$ cat config.mk
export PLATFORM = sky130hd
export DESIGN_NAME = swap_req_sched
export DESIGN_NICKNAME = d
export VERILOG_FILES = /design/src/rtl/swap_req_sched.sv
export SDC_FILE = /design/constraint.sdc
export NUM_CORES = 1
export LEC_CHECK = 0
export BUFFER_PORTS_ARGS = -buffer_cell sky130_fd_sc_hd__buf_2
export CAP_MARGIN = 20
export CELL_PAD_IN_SITES_DETAIL_PLACEMENT = 1
export CELL_PAD_IN_SITES_GLOBAL_PLACEMENT = 1
export CORE_ASPECT_RATIO = 0.8
export CORE_UTILIZATION = 32
export DETAILED_ROUTE_END_ITERATION = 6
export PLACE_DENSITY_LB_ADDON = 0.1
export SETUP_SLACK_MARGIN = 0.15
export SYNTH_ARGS = -nofsm -noshare
export SYNTH_HDL_FRONTEND = slang
export SYNTH_SLANG_ARGS = --single-unit
$ cat constraint.sdc
create_clock -name clk -period 2.15 [get_ports clk]
set_input_delay 0 -clock clk [delete_from_list [all_inputs] [get_ports clk]]
set_output_delay 0 -clock clk [all_outputs]
set_load 0.02 [all_outputs]
$ cat src/rtl/swap_req_sched.sv
// Round-robin scheduler that shares one swap engine among NREQ requesters.
// Optional feature: define SWAP_SCHED_ALIAS_SKIP_EN to complete addra==addrb commands without the engine.
module swap_req_sched #(
  parameter int NREQ = 2,
  parameter int AW   = 32,
  parameter int CW   = 16
) (
  input  logic              clk,
  input  logic              rst,
  input  logic [NREQ-1:0]   req_valid,
  output logic [NREQ-1:0]   req_ready,
  input  logic [NREQ*AW-1:0] req_addra,
  input  logic [NREQ*AW-1:0] req_addrb,
  output logic [NREQ-1:0]   rsp_done,
  output logic              eng_start,
  output logic [AW-1:0]     eng_addra,
  output logic [AW-1:0]     eng_addrb,
  input  logic [1:0]        eng_state,
  output logic              busy,
  output logic [CW-1:0]     done_cnt
);

  // state    | meaning
  // S_IDLE   | waiting for an idle engine and a valid request
  // S_ISSUE  | holding eng_start until the engine enters SEND_READ
  // S_WAIT   | engine reading; waiting for SEND_WRITE
  // S_RESP   | rsp_done pulse to the owning requester
  localparam int GW = $clog2(NREQ);
  localparam logic [1:0] ENG_IDLE  = 2'd0;
  localparam logic [1:0] ENG_READ  = 2'd1;
  localparam logic [1:0] ENG_WRITE = 2'd2;
  localparam logic [1:0] ENG_BAD   = 2'd3;

  typedef enum logic [1:0] {S_IDLE, S_ISSUE, S_WAIT, S_RESP} state_t;

  state_t        state;
  logic [GW-1:0] last_grant;
  logic [GW-1:0] gid;
  logic [GW-1:0] grant;
  logic [GW-1:0] idx;
  logic          grant_any;
  logic          accept;
  logic          alias_cmd;
  logic [AW-1:0] sel_addra;
  logic [AW-1:0] sel_addrb;

  // Search starts one past the last completed grant and wraps.
  always_comb begin
    grant_any = 1'b0;
    grant     = '0;
    idx       = last_grant;
    for (int k = 0; k < NREQ; k++) begin
      idx = (idx == GW'(NREQ - 1)) ? '0 : idx + 1'b1;
      if (!grant_any && req_valid[idx]) begin
        grant_any = 1'b1;
        grant     = idx;
      end
    end
  end

  always_comb begin
    sel_addra = '0;
    sel_addrb = '0;
    for (int i = 0; i < NREQ; i++) begin
      if (grant == GW'(i)) begin
        sel_addra = req_addra[i*AW +: AW];
        sel_addrb = req_addrb[i*AW +: AW];
      end
    end
  end

`ifdef SWAP_SCHED_ALIAS_SKIP_EN
  assign alias_cmd = (sel_addra == sel_addrb);
`else
  assign alias_cmd = 1'b0;
`endif

  assign accept    = (state == S_IDLE) && (eng_state == ENG_IDLE) && grant_any && !rst;
  assign req_ready = accept ? (NREQ'(1) << grant) : '0;
  assign busy      = (state != S_IDLE);

  always_ff @(posedge clk) begin
    if (rst) begin
      state      <= S_IDLE;
      last_grant <= GW'(NREQ - 1);
      gid        <= '0;
      rsp_done   <= '0;
      eng_start  <= 1'b0;
      eng_addra  <= '0;
      eng_addrb  <= '0;
      done_cnt   <= '0;
    end else begin
      case (state)
        S_IDLE: begin
          if (accept) begin
            eng_addra <= sel_addra;
            eng_addrb <= sel_addrb;
            gid       <= grant;
            if (alias_cmd) begin
              rsp_done   <= req_ready;
              last_grant <= grant;
              done_cnt   <= done_cnt + CW'(1);
              state      <= S_RESP;
            end else begin
              eng_start <= 1'b1;
              state     <= S_ISSUE;
            end
          end
        end
        S_ISSUE: begin
          if (eng_state == ENG_READ) begin
            eng_start <= 1'b0;
            state     <= S_WAIT;
          end else if (eng_state == ENG_BAD) begin
            eng_start <= 1'b0;
            state     <= S_IDLE;
          end
        end
        S_WAIT: begin
          if (eng_state == ENG_WRITE) begin
            rsp_done   <= NREQ'(1) << gid;
            last_grant <= gid;
            done_cnt   <= done_cnt + CW'(1);
            state      <= S_RESP;
          end else if (eng_state == ENG_BAD) begin
            state <= S_IDLE;
          end
        end
        S_RESP: begin
          rsp_done <= '0;
          state    <= S_IDLE;
        end
        default: state <= S_IDLE;
      endcase
    end
  end

endmodule

# Yosys cells after proc, flatten, opt, wreduce, memory -nomap -nowiden
# Cells that the tools add are included.
# classes
add_sub_neg	3
magnitude_cmp	2
n_eq_ne	9
n_shift	2
muxes	24
reduce_logical	15
# ops
cell	count
32-bit two-way mux	2
16-bit by 1-bit adder with 16-bit output, second input constant	1
1-bit two-way mux	13
2-bit two-way mux	6
2-bit equality test, second input constant	4
2-bit case mux with 4 select lines	1
2-bit AND reduction	3
2-bit nonzero test	3
2-bit by 1-bit equality test with 1-bit output, second input constant	2
1-bit logical AND	4
2-bit zero test	2
1-bit by 2-bit less-than comparator with 1-bit output, second input constant	2
2-bit inequality test, second input constant	2
2-bit case mux with 2 select lines	1
1-bit by 1-bit left shift with 2-bit output, first input constant	2
3-bit inequality test, second input constant	1
3-bit AND reduction	1
1-bit adder, second input constant	2
1-bit zero test	2
1-bit case mux with 2 select lines	1
# totals
reg_bits	87
input_bits	134
out_inout_bits	86
elab_cells	63

# Longest topological paths before layout
# Gate-level depths: netlist (run 1).
# logic_depth
word_depth	12
depth_mapped	7
ltp_nobuf	5

# Worst setup path before layout (run 1)
# Ideal clock, no wire load.
# synth_path
path_kind	register to register
startpoint	register done_cnt[0]
endpoint	register done_cnt[12]
setup_time_ns	0.070
arrival_time_ns	1.836
t_required_ns	2.080
setup_slack_ns	0.244
stages_incl_launch_ff	6
period_less_slack_ns	1.906
cell_sequence	dfxtp_1 ha_1 nand2_1 or4_1 or3_1 a21oi_1
# synth_via
elab_chain_len	1
# synth_lines
element	line_no	source
from (decl)	20	output logic [CW-1:0] done_cnt
from (signal assigned)	102	done_cnt <= done_cnt + CW'(1);
from (signal assigned)	123	done_cnt <= done_cnt + CW'(1);
16-bit by 1-bit adder with 16-bit output	123	
# No other way between the ends.
# A chain may end at the register's enable or synchronous reset.

# Final worst setup path (run 1)
# layout_path
startpoint	register state[0]
endpoint	register eng_addrb[0]
# layout_via
elab_chain_len	5
# layout_lines
element	line_no	source
from (decl)	36	state_t state;
from (signal assigned)	84	state <= S_IDLE;
from (signal assigned)	103	state <= S_RESP;
from (signal assigned)	106	state <= S_ISSUE;
2-bit zero test (*)	78, 93	
1-bit logical AND (3 in series)	78	assign accept = (state == S_IDLE) && (eng_state == ENG_IDLE) && grant_any && !rst;
2-bit AND reduction (no source line) (*)	--	
to (signal assigned)	97	eng_addrb <= sel_addrb;
to (decl)	17	output logic [AW-1:0] eng_addrb,
# Mark *: on every way between the ends. The rest lies on a longest branch, timed or not.

==> flow_metrics.tcl, run 1 <==
set metrics [dict create \
    fin_crit_sh_pct 91.3 \
    critPathKind "flop to flop" \
    maxCapViolCount 0 \
    yosys_register_bits 87 \
    grt_max_degree 56 \
    clk_pin_slew_ns 0.07 \
    holdPathEnd "eng_addrb[15]" \
    crit_required_ns 2.38 \
    synthMostInstantiatedCell "dfxtp_1" \
    skew_ns 0.00602 \
    clk_latency_ns 0.34 \
    status "finished, final reports clean" \
    start_util_pct 33.0 \
    postSynthAreaPerCell_um2 9.79 \
    ir_drop_uv 407 \
    cts_max_level 3 \
    dieArea_mm2 0.0130 \
    cts_buffers 9 \
    final_util_pct 47.8 \
    route.detailed.wl_per_inst_um 15.1 \
    grt_usage_pct 18.8 \
    wl_um 12200 \
    synth_top_area_share_pct 43.3 \
    p_leak_nw 2.53 \
    nFillCells 1460 \
    dpl.hpwl_um 8690 \
    root_buffer "clkbuf_16" \
    async_reset_ff_share_pct 0 \
    overflow 0 \
    die_w_um 127 \
    row_count 36 \
    hp-start "req_addrb[47]" \
    drc 0 \
    place_congestion 0.712 \
    drive_gt1_share_pct 47.7 \
    rrSetupSlack_ns 0.19 \
    antenna_found_initial 0 \
    rr_worst_depth 6 \
    synth_edf_count 0 \
    r2r_start "state[0]" \
    netlist_instances 411 \
    slew_headroom_pct 54.5 \
    io_buffers 219 \
    area_growth_pct 45.1 \
    yosysSeqAreaShare_pct 43.3 \
    yosysTopAreaCell "dfxtp_1" \
    tightest_slew_ns 0.682 \
    hold_path.class "input pin to flop" \
    power_density_mw_per_mm2 662 \
    synth.distinct_cells 32 \
    r2r-end "eng_addrb[0]" \
    synthTopCellsByArea "dfxtp_1 (43%), mux2i_1 (16%), a211oi_2 (12%), nor2_1 (7.8%), a211oi_1 (4.5%)" \
    synth-main-ff-cell "dfxtp_1" \
    crit_fanout 21 \
    yosys-top-cells-count "dfxtp_1 (87), nor2_1 (84), mux2i_1 (64)" \
    first_pass_iters 4 \
    drtIter0Drc 123 \
    min_path_cells 3 \
    end_kind "flop" \
    avgViaCountPerCell 4.78 \
    ios 220 \
    grt_pass1_wl_um 19200 \
    ant_nets 0 \
    syn_area_mm2 0.00402 \
    nets 769 \
    cts_sinks 87 \
    grt_pass1_vias 3872 \
    n_antenna_cell 0 \
    dieHeight_um 102 \
    setup_viol 0 \
    setup_tns_ns 0 \
    vias 3872 \
    startpoint_type "flop" \
    tritoncts "built" \
    arrival_ns 2.20 \
    synth_warnings 0 \
    fmax_mhz 509 \
    rsz0062_at_grt "yes" \
    hold_viol 0 \
    period_needed_ns 1.96 \
    core-area_mm2 0.0122 \
    finalMaxSlewViolations 0 \
    max-clock-path-buffers 2 \
    synth_nets 546 \
]
## area by class of cell
cell class                      count  area [um2]  share of cell area, %
Multi-Input combinational cell    286        2120                   36.3
Timing Repair Buffer              245        1440                   24.7
Tap cell                          171         214                   3.66
Clock inverter                      5        41.3                  0.707
Clock buffer                       11         253                   4.33
Sequential cell                    87        1750                   29.9
Inverter                            5        18.8                  0.321
## critical path, stage by stage (launching register included)
cell and delay, ns:
dfxtp_2 0.35, or4_4 0.54, nor3_4 0.21, buf_4 0.24
buf_8 0.19, nor2_1 0.06, a211oi_1 0.26
## worst max-delay path by stage
stage               cells after the start  slack [ns]            end        start
floorplan                               5        0.24   done_cnt[12]  done_cnt[0]
global placement                        5        0.14            gid     state[1]
detailed placement                      5        0.09  eng_addra[30]     state[1]
CTS                                     5        0.12  eng_addra[30]     state[0]
global route                            7        0.10   req_ready[1]     state[0]
finish                                  6        0.19   eng_addrb[0]     state[0]
## registers in the layout, indices dropped and copies added, names as in the netlist
signal	count
eng_addra	32
state	2
rsp_done	2
eng_start	1
done_cnt	16
last_grant	1
gid	1
eng_addrb	32
## power breakdown
group	internal, mW	switching (mW)
clock network	0.855	0.663
logic	0.295	0.351
registers	1.67	0.0318
total	2.82	1.05
## cells in the final DEF (no fill, tap or decap), types with 3 or more instances in the layout
master,count
nand2_1,14
o21ai_0,4
buf_4,14
nand3_1,7
buf_12,3
mux2i_1,64
a211oi_2,40
xnor2_1,7
inv_1,5
or3_1,3
a211oi_1,24
dfxtp_1,85
nor2_1,83
nand4_1,3
dlygate4sd3_1,7
nor3_1,6
clkbuf_16,10
a21oi_1,10
xor2_1,3
buf_2,216
## routing by layer
metal	GRT usage, %	vias to the layer above	part of all wire [%]
met5	0	-	0
met4	5.68	0	1.4
met3	5.50	16	6.2
met2	34.3	114	51
met1	21.5	1826	42
li1	-	1916	-
## kinds of logic after synthesis
kind of cell    Yosys count  share of synthesized area [%]
simple gates            128                           13.9
flops                    87                           43.3
compound gates           82                           19.3
mux                      65                           16.2
buf+inv                  38                           4.79
xor+xnor                 10                           2.18
fa+ha+maj                 1                          0.311
## per-stage QoR
step	hold WS, ns	worst slack [ns]	std cells	cell area [um2]	total power, mW
3_5_place_dp	0.356	0.0934	778	5300	2.35
3_3_place_gp	0.344	0.141	778	5300	2.33
4_1_cts	0.000216	0.119	807	5770	3.93
6_report	0.00635	0.186	810	5840	3.87
2_1_floorplan	0.210	0.244	411	4020	2.10
5_1_grt	0.0242	0.102	810	5840	4.07
## what timing repair did
| action | CTS | global route |
|---|---|---|
| endpoints found under the setup margin | 37 | 70 |
| buffers inserted | 4 | 2 |
| hold buffers | 7 | 0 |
| cloned | 2 | 1 |
| hold endpoints to repair | 4 | 0 |
| gates resized for setup | 3 | 10 |
| pin swaps | 1 | 2 |
No activity file was read; power rests on OpenSTA's default activity.
==> inputs of run 2 (changes only) <==
CORE_UTILIZATION = 29   (was 32)
GPL_TIMING_DRIVEN = 0   (was unset)
HOLD_SLACK_MARGIN = 0.03   (was unset)
clock period = 1.8 ns   (was 2.15 ns; I/O delays follow)
==> run 2 against run 1 <==
The run now ends with setup timing left. Combinational power up 57%. First-iteration DRC count down 46%. Cell count up 11%. Die area up 10%. Via count up 10%. Flip-flop and latch count unchanged. Worst hold slack better by 0.031 ns.
==> flow_metrics.tcl, run 2 (same netlist as run 1, synthesis figures left out) <==
set metrics [dict create \
    avgViaCountPerCell 4.75 \
    crit_required_ns 1.80 \
    wl_um 15400 \
    first_pass_iters 4 \
    cts_buffers 9 \
    rsz0062_at_grt "yes" \
    hold_slack_ns 0.0378 \
    overflow 0 \
    grt_pass1_vias 4457 \
    die_w_um 134 \
    period_needed_ns 1.95 \
    io_buffers 218 \
    fin_crit_sh_pct 109 \
    power_density_mw_per_mm2 680 \
    slew_headroom_pct 51.7 \
    start_util_pct 29.7 \
    core-area_mm2 0.0136 \
    dpl.hpwl_um 10200 \
    p_leak_nw 3.08 \
    tritoncts "built" \
    row_count 38 \
    dieArea_mm2 0.0143 \
    n_antenna_cell 0 \
    hold_viol 0 \
    grt_pass1_wl_um 22400 \
    dpl_cell_area_mm2 0.00546 \
    setup_viol 69 \
    cts_sinks 87 \
    grt_usage_pct 20.1 \
    area_growth_pct 79.2 \
    crit_fanout 2 \
    power_mw 4.90 \
    drive_gt1_share_pct 59.7 \
    min_path_cells 3 \
    nFillCells 1556 \
    grt_max_degree 15 \
    drtIter0Drc 66 \
    dieHeight_um 107 \
    cts_max_level 3 \
    final_common_cell "buf_2" \
    finalMaxSlewViolations 0 \
    vias 4271 \
    place_congestion 0.738 \
    max-clock-path-buffers 2 \
    final_cell_mix "buf_2 (217), dfxtp_1 (76), mux2i_1 (64), a211oi_2 (64), dlygate4sd3_1 (42)" \
    violations "setup timing" \
    clk_pin_slew_ns 0.06 \
    ir_drop_uv 444 \
    top_regs "eng_addra (32), eng_addrb (32), done_cnt (16)" \
    nets 849 \
    skew_ns 0.00732 \
    drc 0 \
    ant_nets 0 \
    fmax_mhz 512 \
    end_kind "primary output" \
    antenna_found_initial 0 \
    critPathKind "flop to primary output" \
    rr_worst_depth 8 \
    arrival_ns 1.95 \
    ios 220 \
    fin_area_mm2 0.00721 \
    maxCapViolCount 0 \
    tightest_slew_ns 0.724 \
    clk_latency_ns 0.35 \
    route.detailed.wl_per_inst_um 17.1 \
    layout_setup_ws_ns -0.154 \
    root_buffer "clkbuf_16" \
    startpoint_type "flop" \
    status "finished with violations" \
    hold_path.class "input pin to flop" \
]
[run 2: where the power goes]
group | internal [mW] | switching [mW]
combinational | 0.503 | 0.509
sequential | 1.99 | 0.0512
clock | 1.08 | 0.768
total | 3.57 | 1.33
[run 2: worst max-delay path, cell delays in order (launching register included)]
cell and delay, ns:
dfxtp_2 0.31, buf_6 0.10, or4_4 0.50, or3_4 0.43
nor2_1 0.11, buf_4 0.15
[run 2: layout make-up]
cell class                      instances  area, um2  area share [%]
Multi-Input combinational cell        286       2500            34.6
Timing Repair Buffer                  292       2050            28.4
Sequential cell                        87       1770            24.6
Buffer                                 33        360            5.00
Clock buffer                           13        240            3.33
Tap cell                              180        225            3.12
Clock inverter                          3       45.0           0.625
Inverter                                5       18.8           0.260
[run 2: repair_timing]
| item | in CTS | in global routing |
|---|---|---|
| setup endpoints to repair | 75 | 79 |
| pin swaps | 21 | 22 |
| gates cloned | 2 | 11 |
| endpoints found under the hold margin | 25 | 0 |
| gates resized for setup | 72 | 78 |
| hold buffers | 42 | 0 |
| setup buffers | 12 | 7 |
[run 2: metal layers]
metal	vias up	wire, um	global-route usage, %
met2	143	7810	36.4
met3	20	972	6.40
met4	0	252	6.82
met1	2032	6380	22.3
met5	-	0	0
li1	2076	-	-
[run 2: final timing paths]
| check | startpoint | endpoint | slack, ns |
|---|---|---|---|
| setup / recovery | state[1] | req_ready[0] | -0.15 |
| hold / removal | req_addrb[20] | eng_addrb[20] | 0.04 |
| setup reg to reg | state[1] | eng_addra[6] | -0.13 |
| hold reg to reg | rsp_done[1] | rsp_done[1] | 0.49 |
[run 2: through the flow]
stage	setup slack, ns	instances	util [%]	setup TNS (ns)
after floorplan	0.111	411	-	0
after global placement	-0.253	809	40.3	-7.09
after detailed placement	-0.295	809	40.3	-9.03
after CTS	-0.158	881	48.5	-5.49
after global routing	-0.215	899	53.2	-10.64
final	-0.154	899	53.2	-6.26
==> inputs of run 3 (changes only) <==
REMOVE_ABC_BUFFERS = 1   (was unset)
==> run 3 against run 2 <==
The run still ends with setup timing left. Wire length is 3.4% lower. Critical endpoint is now eng_addrb[19]. Combinational power about the same. Via count fell by 0.16%. Sequential power barely moved. Largest power group unchanged.
==> flow_metrics.tcl, run 3 (same netlist as run 1, synthesis figures left out) <==
set metrics [dict create \
    met1_usage_pct 23.4 \
    worst-path-stages 9 \
    first_pass_iters 6 \
    skew_ns 0.00932 \
    end_kind "flop" \
    crit_path_cell_trace "or4_4 > nor3_4 > clkbuf_16 > buf_16 > buf_16 > buf_4 > clkbuf_16 > nor2_1 > a211oi_1" \
    dieHeight_um 107 \
    hold_viol 0 \
    cts_buffers 9 \
    core-area_mm2 0.0136 \
    p_sw_mw 1.31 \
    dieArea_mm2 0.0143 \
    cts_sinks 87 \
    start_util_pct 29.7 \
    final_cell_mix "buf_2 (217), dfxtp_1 (82), mux2i_1 (64)" \
    avgViaCountPerCell 4.76 \
    startpoint_type "flop" \
    fin_cells 895 \
    dpl_worst_slack_ns -1.51 \
    overflow 0 \
    status "finished with violations" \
    crit_end "eng_addrb[19]" \
    grt_max_degree 50 \
    fin_crit_sh_pct 118 \
    rr_worst_depth 9 \
    crit_buf_inv 5 \
    drc 0 \
    fmax_mhz 471 \
    antenna_found_initial 0 \
    gr-usage-met3_pct 5.41 \
    period_needed_ns 2.12 \
    cp_top_family "simple AND/OR/NAND/NOR gates" \
    vias 4264 \
    row_count 38 \
    crit_required_ns 2.04 \
    violations "setup timing" \
    layout_setup_ws_ns -0.323 \
    nets 847 \
    n_antenna_cell 0 \
    area_growth_pct 78.0 \
    clk_latency_ns 0.34 \
    tritoncts "built" \
    finalMaxSlewViolations 0 \
    power.internal_mw 3.61 \
    ant_nets 0 \
    die_w_um 134 \
    setup_viol 69 \
    dpl.hpwl_um 9030 \
    top_regs "eng_addra (32), eng_addrb (32), done_cnt (16)" \
    route.detailed.wl_per_inst_um 16.6 \
    critPathKind "flop to flop" \
    slew_headroom_pct 57.4 \
    tightest_slew_ns 0.639 \
    critPathLaunch "state[1]" \
    drtIter0Drc 103 \
    final_common_cell "buf_2" \
    max-clock-path-buffers 2 \
    p_comb_share_pct 20.7 \
    rrSetupSlack_ns -0.32 \
    rsz0062_at_grt "yes" \
    place_congestion 0.751 \
    r2r-end "eng_addrb[19]" \
    pwr-share-seq_pct 41.4 \
    grt_usage_pct 20.0 \
    arrival_ns 2.36 \
    root_buffer "clkbuf_16" \
    ios 220 \
    wl_um 14900 \
    ir_drop_uv 510 \
    hold_path.class "input pin to flop" \
    crit_fanout 5 \
    io_buffers 219 \
    slowest_stage "or4_4" \
    clk_pin_slew_ns 0.07 \
    busiest_layer "met2" \
    cts_max_level 3 \
    grt_pass1_wl_um 22100 \
    power_density_mw_per_mm2 688 \
    p_sw_share_pct 26.7 \
    r2r_start "state[1]" \
    p_clk_share_pct 37.9 \
    max_stage_delay_ns 0.52 \
    grt_pass1_vias 4265 \
    p_leak_nw 3.15 \
    met2_usage_pct 35.1 \
    power_mw 4.92 \
    maxCapViolCount 0 \
    drive_gt1_share_pct 56.2 \
    dp_cells 787 \
]
==> run 3: changes by cell type in the layout (fill, tap and decap cells not counted), sizes merged <==
cell	change
dlygate4sd3	-8
clkbuf	-23
buf	+25
a21boi	+1
clkinv	+2
clkinvlp	-1
==> run 3: worst min path at each step <==
stage	start	to	slack (ns)	depth (start not counted)
finish	req_addra[20]	eng_addra[20]	0.04	3
global route	req_addrb[23]	eng_addrb[23]	0.03	3
CTS	req_addrb[35]	eng_addrb[3]	0.03	3
detailed placement	req_addrb[10]	eng_addrb[10]	0.35	3
global placement	req_addrb[5]	eng_addrb[5]	0.34	3
floorplan	rst	eng_addra[0]	0.06	1
==> run 3: power by group through the flow <==
stage,Combinational (mW),Clock [mW],Sequential (mW)
after floorplan,0.336,0,2.16
after global placement,0.753,0,2.08
after detailed placement,0.761,0,2.08
after CTS,0.939,1.93,2.03
after global routing,1.09,2.01,2.05
final,1.02,1.87,2.04
==> run 3: routing by layer <==
| metal | part of all wire, % | vias up |
|---|---|---|
| met5 | 0 | - |
| met2 | 49 | 147 |
| li1 | - | 2071 |
| met3 | 6.1 | 14 |
| met1 | 43 | 2032 |
| met4 | 1.5 | 0 |
==> run 3: timing repair <==
action                                  in CTS  in global routing
gates cloned                                 8                  4
endpoints found under the setup margin      79                 76
resized for setup                           63                 61
hold endpoints to repair                    20                  0
pin swaps                                   37                 32
setup buffers                               32                 16
hold buffers                                34                  0
==> run 3: metrics by stage <==
| stage | setup TNS [ns] | util [%] | area, um2 | hold WS (ns) |
|---|---|---|---|---|
| after detailed placement | -64.30 | 40.0 | 5430 | 0.352 |
| final | -15.08 | 52.8 | 7160 | 0.0367 |
| after CTS | -14.64 | 49.5 | 6710 | 0.0300 |
| after global routing | -20.03 | 52.8 | 7160 | 0.0308 |
| after floorplan | -286.90 | - | 3850 | 0.0646 |
| after global placement | -446.76 | 38.2 | 5170 | 0.342 |
==> run 3: area by class of cell <==
type / instances / area, um2
fill: 1550 / 6390
timing repair buffer: 322 / 2510
clock inverter: 4 / 47.5
clock buffer: 10 / 239
inverter: 5 / 18.8
sequential: 87 / 1750
multi-input combinational: 287 / 2370
tap: 180 / 225
==> run 3: worst register-to-register path: cells and delay by family, from the launching register on <==
kind	cells	cell delay [ns]
AO/OA/AOI/OAI	1	0.25
buffers and inverters	5	0.64
flip-flops	1	0.35
AND/OR/NAND/NOR	3	0.79
